<file path="config.mk">
export PLATFORM = sky130hd
export DESIGN_NAME = reset_sequencer_flat
export DESIGN_NICKNAME = d
export VERILOG_FILES = /design/src/rtl/reset_sequencer_pkg.sv /design/src/rtl/reset_sequencer_if.sv /design/src/rtl/reset_sequencer_btn_debounce.sv /design/src/rtl/reset_sequencer.sv /design/src/flat_wrapper.sv
export SDC_FILE = /design/constraint.sdc
export NUM_CORES = 1
export LEC_CHECK = 0
export CORE_UTILIZATION = 38
export CTS_CLUSTER_SIZE = 28
export DETAILED_ROUTE_END_ITERATION = 7
export SLEW_MARGIN = 25
export SYNTH_ARGS = -nofsm -noshare
export SYNTH_HDL_FRONTEND = slang
export SYNTH_SLANG_ARGS = --single-unit
</file>
<file path="constraint.sdc">
create_clock -name clk -period 2.2 [get_ports clk]
set_input_delay 0.33 -clock clk [delete_from_list [all_inputs] [get_ports clk]]
set_output_delay 0.33 -clock clk [all_outputs]
set_load 0.05 [all_outputs]
</file>
<file path="src/rtl/reset_sequencer_pkg.sv">
// Shared types and constants for the board reset sequencer.
// Watchdog option is selected by RESET_SEQUENCER_WDT_EN.
package reset_seq_pkg;

  typedef enum logic [1:0] {
    POR_WAIT = 2'd0,
    RELEASE  = 2'd1,
    RUN      = 2'd2,
    HOLD     = 2'd3
  } seq_state_e;

  localparam logic [1:0] CAUSE_POR = 2'b00;
  localparam logic [1:0] CAUSE_BTN = 2'b01;
  localparam logic [1:0] CAUSE_WDT = 2'b10;

  // Counter width for a terminal count of v-1; never narrower than one bit.
  function automatic int clog2_min1(input int v);
    return (v > 1) ? $clog2(v) : 1;
  endfunction

endpackage

</file>
<file path="src/rtl/reset_sequencer_if.sv">
// Board-side signal bundle of the reset sequencer: button, watchdog kick,
// sequenced resets and status. master = sequencer, slave = board top level.
interface reset_sequencer_if #(
  parameter int NUM_OUT = 3
);

  logic               btn_n;
  logic               wdt_kick;
  logic [NUM_OUT-1:0] rst_out;
  logic               ready;
  logic [1:0]         cause;
  logic               led;

  modport master (
    input  btn_n,
    input  wdt_kick,
    output rst_out,
    output ready,
    output cause,
    output led
  );

  modport slave (
    output btn_n,
    output wdt_kick,
    input  rst_out,
    input  ready,
    input  cause,
    input  led
  );

endinterface

</file>
<file path="src/rtl/reset_sequencer_btn_debounce.sv">
// Push-button conditioner: 2-flop synchroniser plus stability counter.
// btn_dn is the accepted (debounced) pressed level of an active-low button.
module btn_debounce
  import reset_seq_pkg::*;
#(
  parameter int DB_CYCLES = 1024
) (
  input  logic clk,
  input  logic rst_n,
  input  logic btn_n,
  output logic btn_dn
);

  localparam int CW = clog2_min1(DB_CYCLES);
  localparam logic [CW-1:0] DB_LAST = CW'(DB_CYCLES - 1);

  logic [1:0]    sync_q, sync_d;
  logic          stable_q, stable_d;
  logic [CW-1:0] cnt_q, cnt_d;

  always_ff @(posedge clk or negedge rst_n) begin
    if (!rst_n) begin
      sync_q   <= 2'b11;
      stable_q <= 1'b1;
      cnt_q    <= '0;
    end else begin
      sync_q   <= sync_d;
      stable_q <= stable_d;
      cnt_q    <= cnt_d;
    end
  end

  // Counting only while the synchronised level differs from the accepted one
  // means any bounce back to the accepted level restarts the count.
  always_comb begin
    sync_d   = {sync_q[0], btn_n};
    stable_d = stable_q;
    cnt_d    = '0;
    if (sync_q[1] != stable_q) begin
      if (cnt_q == DB_LAST) begin
        stable_d = sync_q[1];
      end else begin
        cnt_d = cnt_q + 1'b1;
      end
    end
  end

  assign btn_dn = ~stable_q;

endmodule

</file>
<file path="src/rtl/reset_sequencer.sv">
// Power-on / push-button reset sequencer releasing NUM_OUT resets in order.
// Optional watchdog built in when RESET_SEQUENCER_WDT_EN is defined.
//
//   state    | meaning
//   POR_WAIT | all resets asserted, counting the power-on delay
//   RELEASE  | releasing one reset every STAGE_GAP clocks
//   RUN      | all resets released, ready high, led blinking
//   HOLD     | button held, all resets asserted, led on
module reset_sequencer
  import reset_seq_pkg::*;
#(
  parameter int NUM_OUT    = 3,
  parameter int POR_CYCLES = 256,
  parameter int STAGE_GAP  = 16,
  parameter int DB_CYCLES  = 1024,
  parameter int WDT_CYCLES = 65536,
  parameter int BLINK_LOG2 = 22
) (
  input  logic              clk,
  input  logic              reset_n,
  reset_sequencer_if.master bus
);

  localparam int POR_W = clog2_min1(POR_CYCLES);
  localparam int GAP_W = clog2_min1(STAGE_GAP);
  localparam int CNT_W = (POR_W > GAP_W) ? POR_W : GAP_W;
  localparam int IDX_W = clog2_min1(NUM_OUT);

  localparam logic [CNT_W-1:0] POR_LAST = CNT_W'(POR_CYCLES - 1);
  localparam logic [CNT_W-1:0] GAP_LAST = CNT_W'(STAGE_GAP - 1);
  localparam logic [IDX_W-1:0] IDX_LAST = IDX_W'(NUM_OUT - 1);

  logic [1:0] rsync_q, rsync_d;
  logic       rst_int_n;

  // Assertion follows reset_n immediately; release waits two clocks.
  always_ff @(posedge clk or negedge reset_n) begin
    if (!reset_n) begin
      rsync_q <= 2'b00;
    end else begin
      rsync_q <= rsync_d;
    end
  end

  assign rsync_d   = {rsync_q[0], 1'b1};
  assign rst_int_n = rsync_q[1];

  logic btn_dn;

  btn_debounce #(
    .DB_CYCLES (DB_CYCLES)
  ) u_btn_debounce (
    .clk    (clk),
    .rst_n  (rst_int_n),
    .btn_n  (bus.btn_n),
    .btn_dn (btn_dn)
  );

  seq_state_e          state_q, state_d;
  logic [CNT_W-1:0]    cnt_q, cnt_d;
  logic [IDX_W-1:0]    idx_q, idx_d;
  logic [NUM_OUT-1:0]  rst_q, rst_d;
  logic                ready_q, ready_d;
  logic [1:0]          cause_q, cause_d;
  logic [BLINK_LOG2-1:0] blink_q, blink_d;

`ifdef RESET_SEQUENCER_WDT_EN
  localparam int WDT_W = clog2_min1(WDT_CYCLES);
  localparam logic [WDT_W-1:0] WDT_LAST = WDT_W'(WDT_CYCLES - 1);

  logic [WDT_W-1:0] wdt_q, wdt_d;

  always_ff @(posedge clk or negedge rst_int_n) begin
    if (!rst_int_n) begin
      wdt_q <= '0;
    end else begin
      wdt_q <= wdt_d;
    end
  end
`else
  localparam int unused_wdt_cycles = WDT_CYCLES;
  logic unused_wdt_kick;
  assign unused_wdt_kick = bus.wdt_kick;
`endif

  always_ff @(posedge clk or negedge rst_int_n) begin
    if (!rst_int_n) begin
      state_q <= POR_WAIT;
      cnt_q   <= '0;
      idx_q   <= '0;
      rst_q   <= '1;
      ready_q <= 1'b0;
      cause_q <= CAUSE_POR;
      blink_q <= '0;
    end else begin
      state_q <= state_d;
      cnt_q   <= cnt_d;
      idx_q   <= idx_d;
      rst_q   <= rst_d;
      ready_q <= ready_d;
      cause_q <= cause_d;
      blink_q <= blink_d;
    end
  end

  always_comb begin
    state_d = state_q;
    cnt_d   = cnt_q;
    idx_d   = idx_q;
    rst_d   = rst_q;
    ready_d = ready_q;
    cause_d = cause_q;
    blink_d = blink_q + 1'b1;
`ifdef RESET_SEQUENCER_WDT_EN
    wdt_d   = wdt_q;
`endif

    // Button outranks every in-state transition, including watchdog expiry.
    if (btn_dn && (state_q != HOLD)) begin
      state_d = HOLD;
      cnt_d   = '0;
      rst_d   = '1;
      ready_d = 1'b0;
      cause_d = CAUSE_BTN;
    end else begin
      case (state_q)
        POR_WAIT: begin
          if (cnt_q == POR_LAST) begin
            cnt_d = '0;
            if (NUM_OUT == 1) begin
              rst_d   = '0;
              ready_d = 1'b1;
              state_d = RUN;
`ifdef RESET_SEQUENCER_WDT_EN
              wdt_d   = '0;
`endif
            end else begin
              rst_d[0] = 1'b0;
              idx_d    = IDX_W'(1);
              state_d  = RELEASE;
            end
          end else begin
            cnt_d = cnt_q + 1'b1;
          end
        end

        RELEASE: begin
          if (cnt_q == GAP_LAST) begin
            cnt_d        = '0;
            rst_d[idx_q] = 1'b0;
            idx_d        = idx_q + 1'b1;
            if (idx_q == IDX_LAST) begin
              ready_d = 1'b1;
              state_d = RUN;
`ifdef RESET_SEQUENCER_WDT_EN
              wdt_d   = '0;
`endif
            end
          end else begin
            cnt_d = cnt_q + 1'b1;
          end
        end

        RUN: begin
`ifdef RESET_SEQUENCER_WDT_EN
          // A kick landing in the expiry cycle still rescues the system.
          if (bus.wdt_kick) begin
            wdt_d = '0;
          end else if (wdt_q == WDT_LAST) begin
            wdt_d   = '0;
            cnt_d   = '0;
            rst_d   = '1;
            ready_d = 1'b0;
            cause_d = CAUSE_WDT;
            state_d = POR_WAIT;
          end else begin
            wdt_d = wdt_q + 1'b1;
          end
`endif
        end

        HOLD: begin
          if (!btn_dn) begin
            cnt_d   = '0;
            state_d = POR_WAIT;
          end
        end

        default: begin
          state_d = POR_WAIT;
        end
      endcase
    end
  end

  assign bus.rst_out = rst_q;
  assign bus.ready   = ready_q;
  assign bus.cause   = cause_q;
  assign bus.led     = (state_q == RUN)  ? blink_q[BLINK_LOG2-1] :
                       (state_q == HOLD);

endmodule

</file>
<file path="src/flat_wrapper.sv">
// flat-port wrapper written by rule: the top's interface ports become plain ports
module reset_sequencer_flat import reset_seq_pkg::*;
#(
  parameter int NUM_OUT    = 3,
  parameter int POR_CYCLES = 256,
  parameter int STAGE_GAP  = 16,
  parameter int DB_CYCLES  = 1024,
  parameter int WDT_CYCLES = 65536,
  parameter int BLINK_LOG2 = 22
)
  (clk, reset_n, bus_btn_n, bus_wdt_kick, bus_rst_out, bus_ready, bus_cause, bus_led);
  reset_sequencer_if #(.NUM_OUT(NUM_OUT)) bus_i ();
  input  logic clk;
  input  logic reset_n;
  input wire logic [$bits(bus_i.btn_n)-1:0] bus_btn_n;
  input wire logic [$bits(bus_i.wdt_kick)-1:0] bus_wdt_kick;
  output wire logic [$bits(bus_i.rst_out)-1:0] bus_rst_out;
  output wire logic [$bits(bus_i.ready)-1:0] bus_ready;
  output wire logic [$bits(bus_i.cause)-1:0] bus_cause;
  output wire logic [$bits(bus_i.led)-1:0] bus_led;
  assign bus_i.btn_n = bus_btn_n;
  assign bus_i.wdt_kick = bus_wdt_kick;
  assign bus_rst_out = bus_i.rst_out;
  assign bus_ready = bus_i.ready;
  assign bus_cause = bus_i.cause;
  assign bus_led = bus_i.led;
  reset_sequencer #(.NUM_OUT(NUM_OUT), .POR_CYCLES(POR_CYCLES), .STAGE_GAP(STAGE_GAP), .DB_CYCLES(DB_CYCLES), .WDT_CYCLES(WDT_CYCLES), .BLINK_LOG2(BLINK_LOG2)) u_core (.clk(clk), .reset_n(reset_n), .bus(bus_i));
endmodule
</file>
Word-level counts from Yosys, hierarchy flattened --
Index checks and enable logic that the tools add are counted.
Cells by class: mux-type cells 27, add/sub/neg operators 4, order comparisons 2, bitwise gates (word level) 4, reduce and logical (&&, ||, !) cells 16, equal/unequal tests 15
Operators by type and width (count):
- 8-bit two-way mux | 4
- 8-bit case mux with 3 select lines | 1
- 22-bit by 1-bit adder with 22-bit output (second input constant) | 1
- 10-bit two-way mux | 2
- 2-bit two-way mux | 7
- 10-bit by 1-bit adder with 10-bit output (second input constant) | 1
- 10-bit == test (second input constant) | 1
- 3-bit by 1-bit != test with 1-bit output (second input constant) | 3
- 8-bit by 1-bit adder with 8-bit output (second input constant) | 1
- 8-bit by 4-bit == test with 1-bit output (second input constant) | 1
- 8-bit == test (second input constant) | 1
- 2-bit nonzero test | 4
- 1-bit two-way mux | 7
- 2-bit == test (second input constant) | 3
- 3-bit two-way mux | 2
- 2-bit case mux with 3 select lines | 1
- 2-bit AND reduction | 3
- 3-bit AND reduction | 2
- 5-bit AND reduction | 1
- 2-bit by 1-bit != test with 1-bit output (second input constant) | 2
- 2-bit case mux with 2 select lines | 1
- 4-bit AND reduction | 1
- 4-bit nonzero test | 1
- 3-bit bitwise AND | 1
- 14 further kinds | 16
Storage, ports and cells: output and inout bits 7, register bits 54

Longest topological paths before layout --
Gate-level depths: netlist of the first run.
depth after elaboration 9, depth in mapped cells 6, depth with buffers taken out 5

Modules after synthesis --
From an unflattened synthesis of the first run, not the netlist that was laid out.
Second synthesis, totals: cells, all modules 240, area, all modules 2529.9 um^2
By module, submodules not included:
- reset_sequencer | seq. area each 1029.7 um^2, cells an instance 184, area an instance 1925.6 um^2, times used 1
- btn_debounce | seq. area each 329.1 um^2, cells an instance 56, area an instance 604.3 um^2, times used 1

Worst setup path before layout of the first run --
No wires, ideal clock.
path type reg2reg, from register u_core.cnt_q[4], to register u_core.idx_q[0], cell stages (with the launch flop) 6, period minus slack after synthesis 1.670 ns, arrival 1.542 ns, setup time 0.128 ns, required time 2.072 ns, path slack 0.530 ns, cells stage by stage dfrtp_1 buf_2 nor4_4 a22oi_2 nor3_2 mux2_1
Between the ends: word-level cells in the longest chain between the ends 3
Ends and longest elaborated chain:
- start, declared | line reset_sequencer.sv:60 | logic [CNT_W-1:0] cnt_q, cnt_d;
- start signal, assigned | line reset_sequencer.sv:97 | cnt_q <= cnt_d;
- 8-bit by 4-bit == test with 1-bit output / 8-bit == test (equally long branches) | line reset_sequencer.sv:148, reset_sequencer.sv:128
- 2-bit by 1-bit != test with 1-bit output (no source line)
- 4-bit AND reduction (no source line) *
- end signal, assigned | line reset_sequencer.sv:98 | idx_q <= idx_d;
- end, declared | line reset_sequencer.sv:61 | logic [IDX_W-1:0] idx_q, idx_d;
Mark *: on every way between the ends. The rest lies on a longest branch, timed or not. A chain may end at the register's enable or synchronous reset.

Worst setup path in the final report of the first run --
from register u_core.rst_q[1] (netlist: u_core.bus.rst_out[1]), to output bus_rst_out[1]
RTL lines:
- start, declared | line reset_sequencer.sv:62 | logic [NUM_OUT-1:0] rst_q, rst_d;
- start signal, assigned | line reset_sequencer.sv:99 | rst_q <= rst_d;
- end, declared | line flat_wrapper.sv:17 | output wire logic [$bits(bus_i.rst_out)-1:0] bus_rst_out;
No word-level cell between the ends.

==> impl_metrics.py, run 1 <==
metrics = {
    "global_route": {
        "grt_pass1_vias": 1782,
        "grt_max_degree": 24,
        "track_usage": 0.143,
        "antenna_found_initial": 0,
        "grt_overflow": 0,
        "grt_pass1_wl_um": 8200,
    },
    "clocking": {
        "cts_resized": 0,
        "cts_buffers": 5,
        "clockRootBuffer": "clkbuf_8",
        "clkTransAtPathRegs_ps": 100,
        "cts_tree": "built",
        "cts.htree.levels": 2,
        "clockBufferDepth": 2,
        "clock_sinks": 54,
        "ctsHoldBuffers": 0,
        "clk_latency_ps": 310,
        "post-cts-setup-buffers": 0,
    },
    "critical_path": {
        "crit_cells": 1,
        "cp-start-kind": "flip-flop",
        "rr_worst_depth": 4,
        "cpMaxStageDelayCell": "clkdlybuf4s50_1",
        "cp_num_buf_inv": 1,
        "required_ps": 1870,
        "cp_max_fo": 3,
        "cpLargestDelayFamily": "buffers and inverters",
        "path_class": "reg -> out",
        "crit_arrival_ps": 1690,
        "cpPeakStageDelay_ps": 810,
        "cp_cell_sequence": "clkdlybuf4s50_1",
        "end_kind": "output port",
    },
    "power": {
        "p_total_w": 0.00167,
        "pwr_density_cell_mw_per_mm2": 577,
        "ir_worst_vdd_v": 0.000320,
        "power_leakage_nw": 1.28,
    },
    "placed_design": {
        "place_area_mm2": 0.00278,
        "hpwl_um": 3240,
        "numPortBuffers": 8,
        "place_congestion": 0.766,
    },
    "floorplanning": {
        "coreArea_mm2": 0.00649,
        "die_w_um": 85.0,
        "rows": 29,
        "die_h_um": 85.0,
        "io-pin-count": 11,
        "die_area_mm2": 0.00722,
        "initial_core_util": 0.403,
    },
    "routing": {
        "maxUsedRoutingLayer": "met4",
        "met1_length_um": 2370,
        "avgRoutedWirePerCell_um": 13.5,
        "route.vias.total": 1795,
        "routed_via_density": 5.20,
        "drtPass1Iterations": 4,
        "wl_met2_um": 2080,
        "wl_met3_um": 116,
        "drtAntennaViolNets": 0,
        "drt-initial-drc-count": 56,
        "drc": 0,
        "wl_um": 4650,
    },
    "yosys": {
        "synth_top_family_by_area": "simple AND/OR/NAND/NOR gates",
        "synth_compound_gate_area_share": 0.0851,
        "yosys_warnings": 0,
        "synthTopCellsByArea": "dfrtp_1 46%, dfstp_2 6.0%, xor2_1 5.4%",
        "synth_top_cell_area_share": 0.459,
        "synth_top_area_cell": "dfrtp_1",
        "synth_cell_types": 48,
        "avgSynthCellArea_um2": 10.2,
        "syn_nets": 267,
        "ys_seq_elements": 54,
        "synth-simple-area-share": 0.216,
        "async_reset_ff_frac": 1.00,
        "synth-main-ff-cell": "dfrtp_1",
        "synth_mux_area_frac": 0.0163,
        "syn_area_mm2": 0.00262,
        "syn_inst": 257,
        "synth_edf_count": 0,
        "ys_seq_area_frac": 0.519,
        "synthAdderAreaFrac": 0.0287,
        "synthXorXnorAreaFrac": 0.0970,
    },
    "timing": {
        "hold_violations": 0,
        "setup_tns_ps": 0,
        "hold-worst-slack_ps": 171,
        "rsz0062_at_grt": "false",
        "finalClockSkew_ps": 13.6,
        "min_period_over_period": 0.916,
        "period_minus_slack_ps": 2020,
        "fmax_ghz": 0.496,
        "tightest_slew_ps": 510,
        "slew_headroom": 0.659,
        "report.final.slew_viol_count": 0,
        "finalSetupViolCount": 0,
    },
    "hold_path": {
        "holdCritPathClass": "in -> async",
    },
    "final_layout": {
        "design_area_mm2": 0.00289,
        "nNetsFinal": 277,
        "n_fill_cell": 625,
        "area_growth_pct": 10.2,
        "diodes": 0,
        "drive_gt1_frac": 0.112,
    },
    "status": {
        "status": "complete, no violations",
    },
    "job": {
        "cap_violations": 0,
    },
}
## final cells by class
class / count / area (um2) / share of cell area
inverter: 11 / 41.3 / 0.0143
clock buffer: 7 / 96.3 / 0.0334
multi-input combinational: 182 / 1170 / 0.405
sequential: 54 / 1360 / 0.471
clock inverter: 1 / 8.76 / 0.00304
timing repair buffer: 13 / 115 / 0.0399
tap: 77 / 96.3 / 0.0334
## stage by stage
| stage | worst slack [ps] | std cells | utilization |
|---|---|---|---|
| finish | 185 | 345 | 0.444 |
| global route | 134 | 345 | 0.444 |
| CTS | 164 | 345 | 0.444 |
| detailed placement | 383 | 337 | 0.428 |
| global placement | 403 | 337 | 0.428 |
| floorplan | 530 | 257 | - |
## state kept, by name, summed over array words and instances, names as in the netlist
signal / flops
u_core.u_btn_debounce.cnt_q: 10
u_core.bus.ready: 1
u_core.bus.cause: 1
u_core.bus.rst_out: 3
u_core.state_q: 2
u_core.blink_q: 22
u_core.idx_q: 2
u_core.cnt_q: 8
u_core.u_btn_debounce.stable_q: 1
u_core.u_btn_debounce.sync_q: 2
u_core.rsync_q: 2
## per-layer routing
metal | global-route usage | up-vias
met5 | 0 | -
met4 | 0.0601 | 0
met3 | 0.0292 | 7
met2 | 0.229 | 18
met1 | 0.188 | 871
li1 | - | 899
## path summary, 6_finish.rpt
check | end | slack [ps] | startpoint
setup / recovery | bus_rst_out[1] | 180 | u_core.bus.rst_out[1]
hold / removal | u_core.rsync_q[1] | 170 | reset_n
min in group clk | u_core.rsync_q[1] | 360 | u_core.rsync_q[0]
max in group asynchronous | u_core.blink_q[11] | 1320 | u_core.rsync_q[1]
hold reg to reg | u_core.u_btn_debounce.cnt_q[8] | 240 | u_core.rsync_q[1]
setup reg to reg | u_core.idx_q[0] | 360 | u_core.cnt_q[4]
## synthesized netlist by cell type, types with 6 or more instances
cell type	instances
xor2_1	16
dfstp_2	6
nor2_1	31
a21oi_1	10
dfrtp_1	48
xnor2_1	13
nand3_1	20
inv_1	10
ha_1	6
nand2_1	20
nand4_1	6
clkbuf_1	6
## layout by cell type, fill, tap and decap left out, types with 6 or more instances in the layout
| cell type | netlist | final |
|---|---|---|
| inv_1 | 10 | 10 |
| nand3_1 | 20 | 20 |
| a21oi_1 | 10 | 10 |
| dfstp_2 | 6 | 6 |
| clkbuf_8 | 0 | 7 |
| dfrtp_1 | 48 | 47 |
| buf_4 | 1 | 6 |
| ha_1 | 6 | 6 |
| nand4_1 | 6 | 6 |
| clkdlybuf4s50_1 | 0 | 7 |
| xnor2_1 | 13 | 13 |
| xor2_1 | 16 | 16 |
| nor2_1 | 31 | 31 |
| nand2_1 | 20 | 20 |
## report_power, final
part	leakage (nW)	total [W]	switching [W]	internal, W
Clock	0.0544	0.000617	0.000328	0.000289
Sequential	0.700	0.00102	0.0000133	0.00100
Combinational	0.523	0.0000342	0.0000232	0.0000110
## logic make-up (layout without fill, tap and decap cells)
group / Yosys count / after routing
other: 2 / 2
AND/OR/NAND/NOR: 107 / 107
adder cells (fa/ha/maj): 6 / 6
AO/OA/AOI/OAI: 34 / 34
XOR/XNOR: 29 / 29
multiplexers: 4 / 4
buffers and inverters: 21 / 32
flip-flops: 54 / 54
(Power assumes the default switching activity.)
==> run 2: changes to the inputs <==
CELL_PAD_IN_SITES_DETAIL_PLACEMENT = 1   (was default)
CELL_PAD_IN_SITES_GLOBAL_PLACEMENT = 1   (was default)
PLACE_DENSITY_LB_ADDON = 0.1   (was default)
==> run 2 against run 1 <==
Flip-flop and latch count unchanged. Final area shrank 0.48%. Sequential share of layout area is 0.23 points higher. Critical path depth did not move. Setup slack improved by 23 ps.
==> impl_metrics.py, run 2 (synthesis gave the netlist of run 1 again) <==
metrics = {
    "critical_path": {
        "required_ps": 1870,
        "cp_num_buf_inv": 1,
        "reg2reg_slack_ps": 330,
        "cpLargestDelayFamily": "buffers and inverters",
        "crit_arrival_ps": 1660,
        "cpPeakStageDelay_ps": 800,
        "path_class": "reg -> out",
        "rr_worst_depth": 4,
        "cp_cell_sequence": "clkdlybuf4s50_1",
        "cp-start-kind": "flip-flop",
        "end_kind": "output port",
        "cp_max_fo": 3,
        "r2r-start": "u_core.cnt_q[4]",
        "reg2reg_to": "u_core.idx_q[0]",
        "cpMaxStageDelayCell": "clkdlybuf4s50_1",
    },
    "global_route": {
        "grt_pass1_wl_um": 9020,
        "grt_max_degree": 53,
        "track_usage": 0.159,
        "antenna_found_initial": 0,
        "grt_pass1_vias": 1874,
        "grt_overflow": 0,
    },
    "timing": {
        "finalClockSkew_ps": 8.12,
        "rsz0062_at_grt": "false",
        "min_period_over_period": 0.905,
        "hold-worst-slack_ps": 169,
        "hold_violations": 0,
        "fmax_ghz": 0.502,
        "period_minus_slack_ps": 1990,
        "setup_tns_ps": 0,
        "finalSetupViolCount": 0,
        "report.final.slew_viol_count": 0,
    },
    "clocking": {
        "ctsHoldBuffers": 0,
        "cts_buffers": 5,
        "clkTransAtPathRegs_ps": 100,
        "clockRootBuffer": "clkbuf_8",
        "cts_tree": "built",
        "clock_sinks": 54,
        "cts.htree.levels": 2,
        "clockBufferDepth": 2,
        "post-cts-setup-buffers": 0,
        "cts_resized": 0,
        "clk_latency_ps": 300,
    },
    "power": {
        "clkPwrFrac": 0.345,
        "seq_power_share": 0.628,
        "ir_worst_vdd_v": 0.000340,
        "pwr_density_cell_mw_per_mm2": 559,
        "power_leakage_nw": 1.27,
        "p_sw_w": 0.000363,
        "p_int_w": 0.00124,
        "switching_share": 0.226,
        "p_total_w": 0.00161,
        "p_comb_frac": 0.027,
    },
    "final_layout": {
        "diodes": 0,
        "n_fill_cell": 727,
        "mostFrequentLayoutCell": "dfrtp_1",
        "largest_register_ffs": 22,
        "nNetsFinal": 276,
        "multi_input_area_mm2": 0.00117,
        "seq_area_mm2": 0.00136,
        "design_area_mm2": 0.00287,
        "top_regs": "u_core.blink_q x22, u_core.u_btn_debounce.cnt_q x10, u_core.cnt_q x8",
        "area_growth_pct": 9.70,
        "drive_gt1_frac": 0.105,
        "top_register": "u_core.blink_q",
        "final_cell_mix": "47 x dfrtp_1, 31 x nor2_1, 20 x nand2_1, 20 x nand3_1, 16 x xor2_1",
    },
    "floorplanning": {
        "die_w_um": 85.0,
        "io-pin-count": 11,
        "coreArea_mm2": 0.00649,
        "die_area_mm2": 0.00722,
        "die_h_um": 85.0,
        "rows": 29,
        "initial_core_util": 0.403,
    },
    "placed_design": {
        "numPortBuffers": 8,
        "hpwl_um": 3550,
        "place_area_mm2": 0.00279,
        "place_congestion": 0.704,
    },
    "job": {
        "cap_violations": 0,
    },
    "routing": {
        "drtPass1Iterations": 4,
        "wl_um": 5120,
        "drtAntennaViolNets": 0,
        "drt-initial-drc-count": 81,
        "drc": 0,
        "routed_via_density": 5.23,
        "avgRoutedWirePerCell_um": 14.9,
        "route.vias.total": 1798,
    },
    "hold_path": {
        "holdCritPathClass": "in -> async",
    },
    "status": {
        "status": "complete, no violations",
    },
}
-- run 2: cell types whose count changed in the layout (fill, tap and decap cells not counted) --
cell	previous run	this run
buf_12	0	1
buf_4	6	4
clkbuf_1	0	1
clkbuf_8	7	5
clkinv_2	0	1
clkinv_4	1	0
inv_6	0	1
-- run 2: final cells by class --
class | instances | share of cell area
sequential | 54 | 0.474
multi-input combinational | 182 | 0.407
timing repair buffer | 12 | 0.0418
tap | 77 | 0.0336
clock buffer | 6 | 0.0253
inverter | 11 | 0.0144
clock inverter | 2 | 0.00479
-- run 2: per-layer routing --
metal  GRT usage  share of wire  vias to the layer above  wire (um)
met5           0              0                        -          0
met4      0.0508          0.013                        0         69
met3      0.0282          0.016                        4         83
met2       0.251           0.47                        8       2400
met1       0.221           0.50                      886       2570
li1            -              -                      900          -
-- run 2: metrics by stage --
| stage | cells | utilization | setup slack [ps] |
|---|---|---|---|
| 2_1_floorplan | 257 | - | 530 |
| 3_3_place_gp | 336 | 0.429 | 362 |
| 3_5_place_dp | 336 | 0.429 | 325 |
| 4_1_cts | 344 | 0.442 | 181 |
| 5_1_grt | 344 | 0.442 | 172 |
| 6_report | 344 | 0.442 | 208 |
-- run 2: how the worst max path moves through the flow --
stage / slack [ps] / depth (start not counted) / startpoint / endpoint
after global placement: 360 / 4 / u_core.cnt_q[4] / u_core.idx_q[0]
final: 210 / 1 / u_core.bus.rst_out[2] / bus_rst_out[2]
after floorplan: 530 / 5 / u_core.cnt_q[4] / u_core.idx_q[0]
after detailed placement: 330 / 4 / u_core.cnt_q[4] / u_core.idx_q[0]
after CTS: 180 / 1 / u_core.bus.rst_out[2] / bus_rst_out[2]
after global routing: 170 / 1 / u_core.bus.rst_out[2] / bus_rst_out[2]
-- run 2: power groups by stage --
stage | combinational (W) | clock (W) | sequential (W)
2_1_floorplan | 0.0000165 | 0 | 0.00104
3_3_place_gp | 0.0000449 | 0 | 0.00103
6_report | 0.0000426 | 0.000554 | 0.00101
4_1_cts | 0.0000452 | 0.000589 | 0.00101
3_5_place_dp | 0.0000452 | 0 | 0.00103
5_1_grt | 0.0000501 | 0.000620 | 0.00101
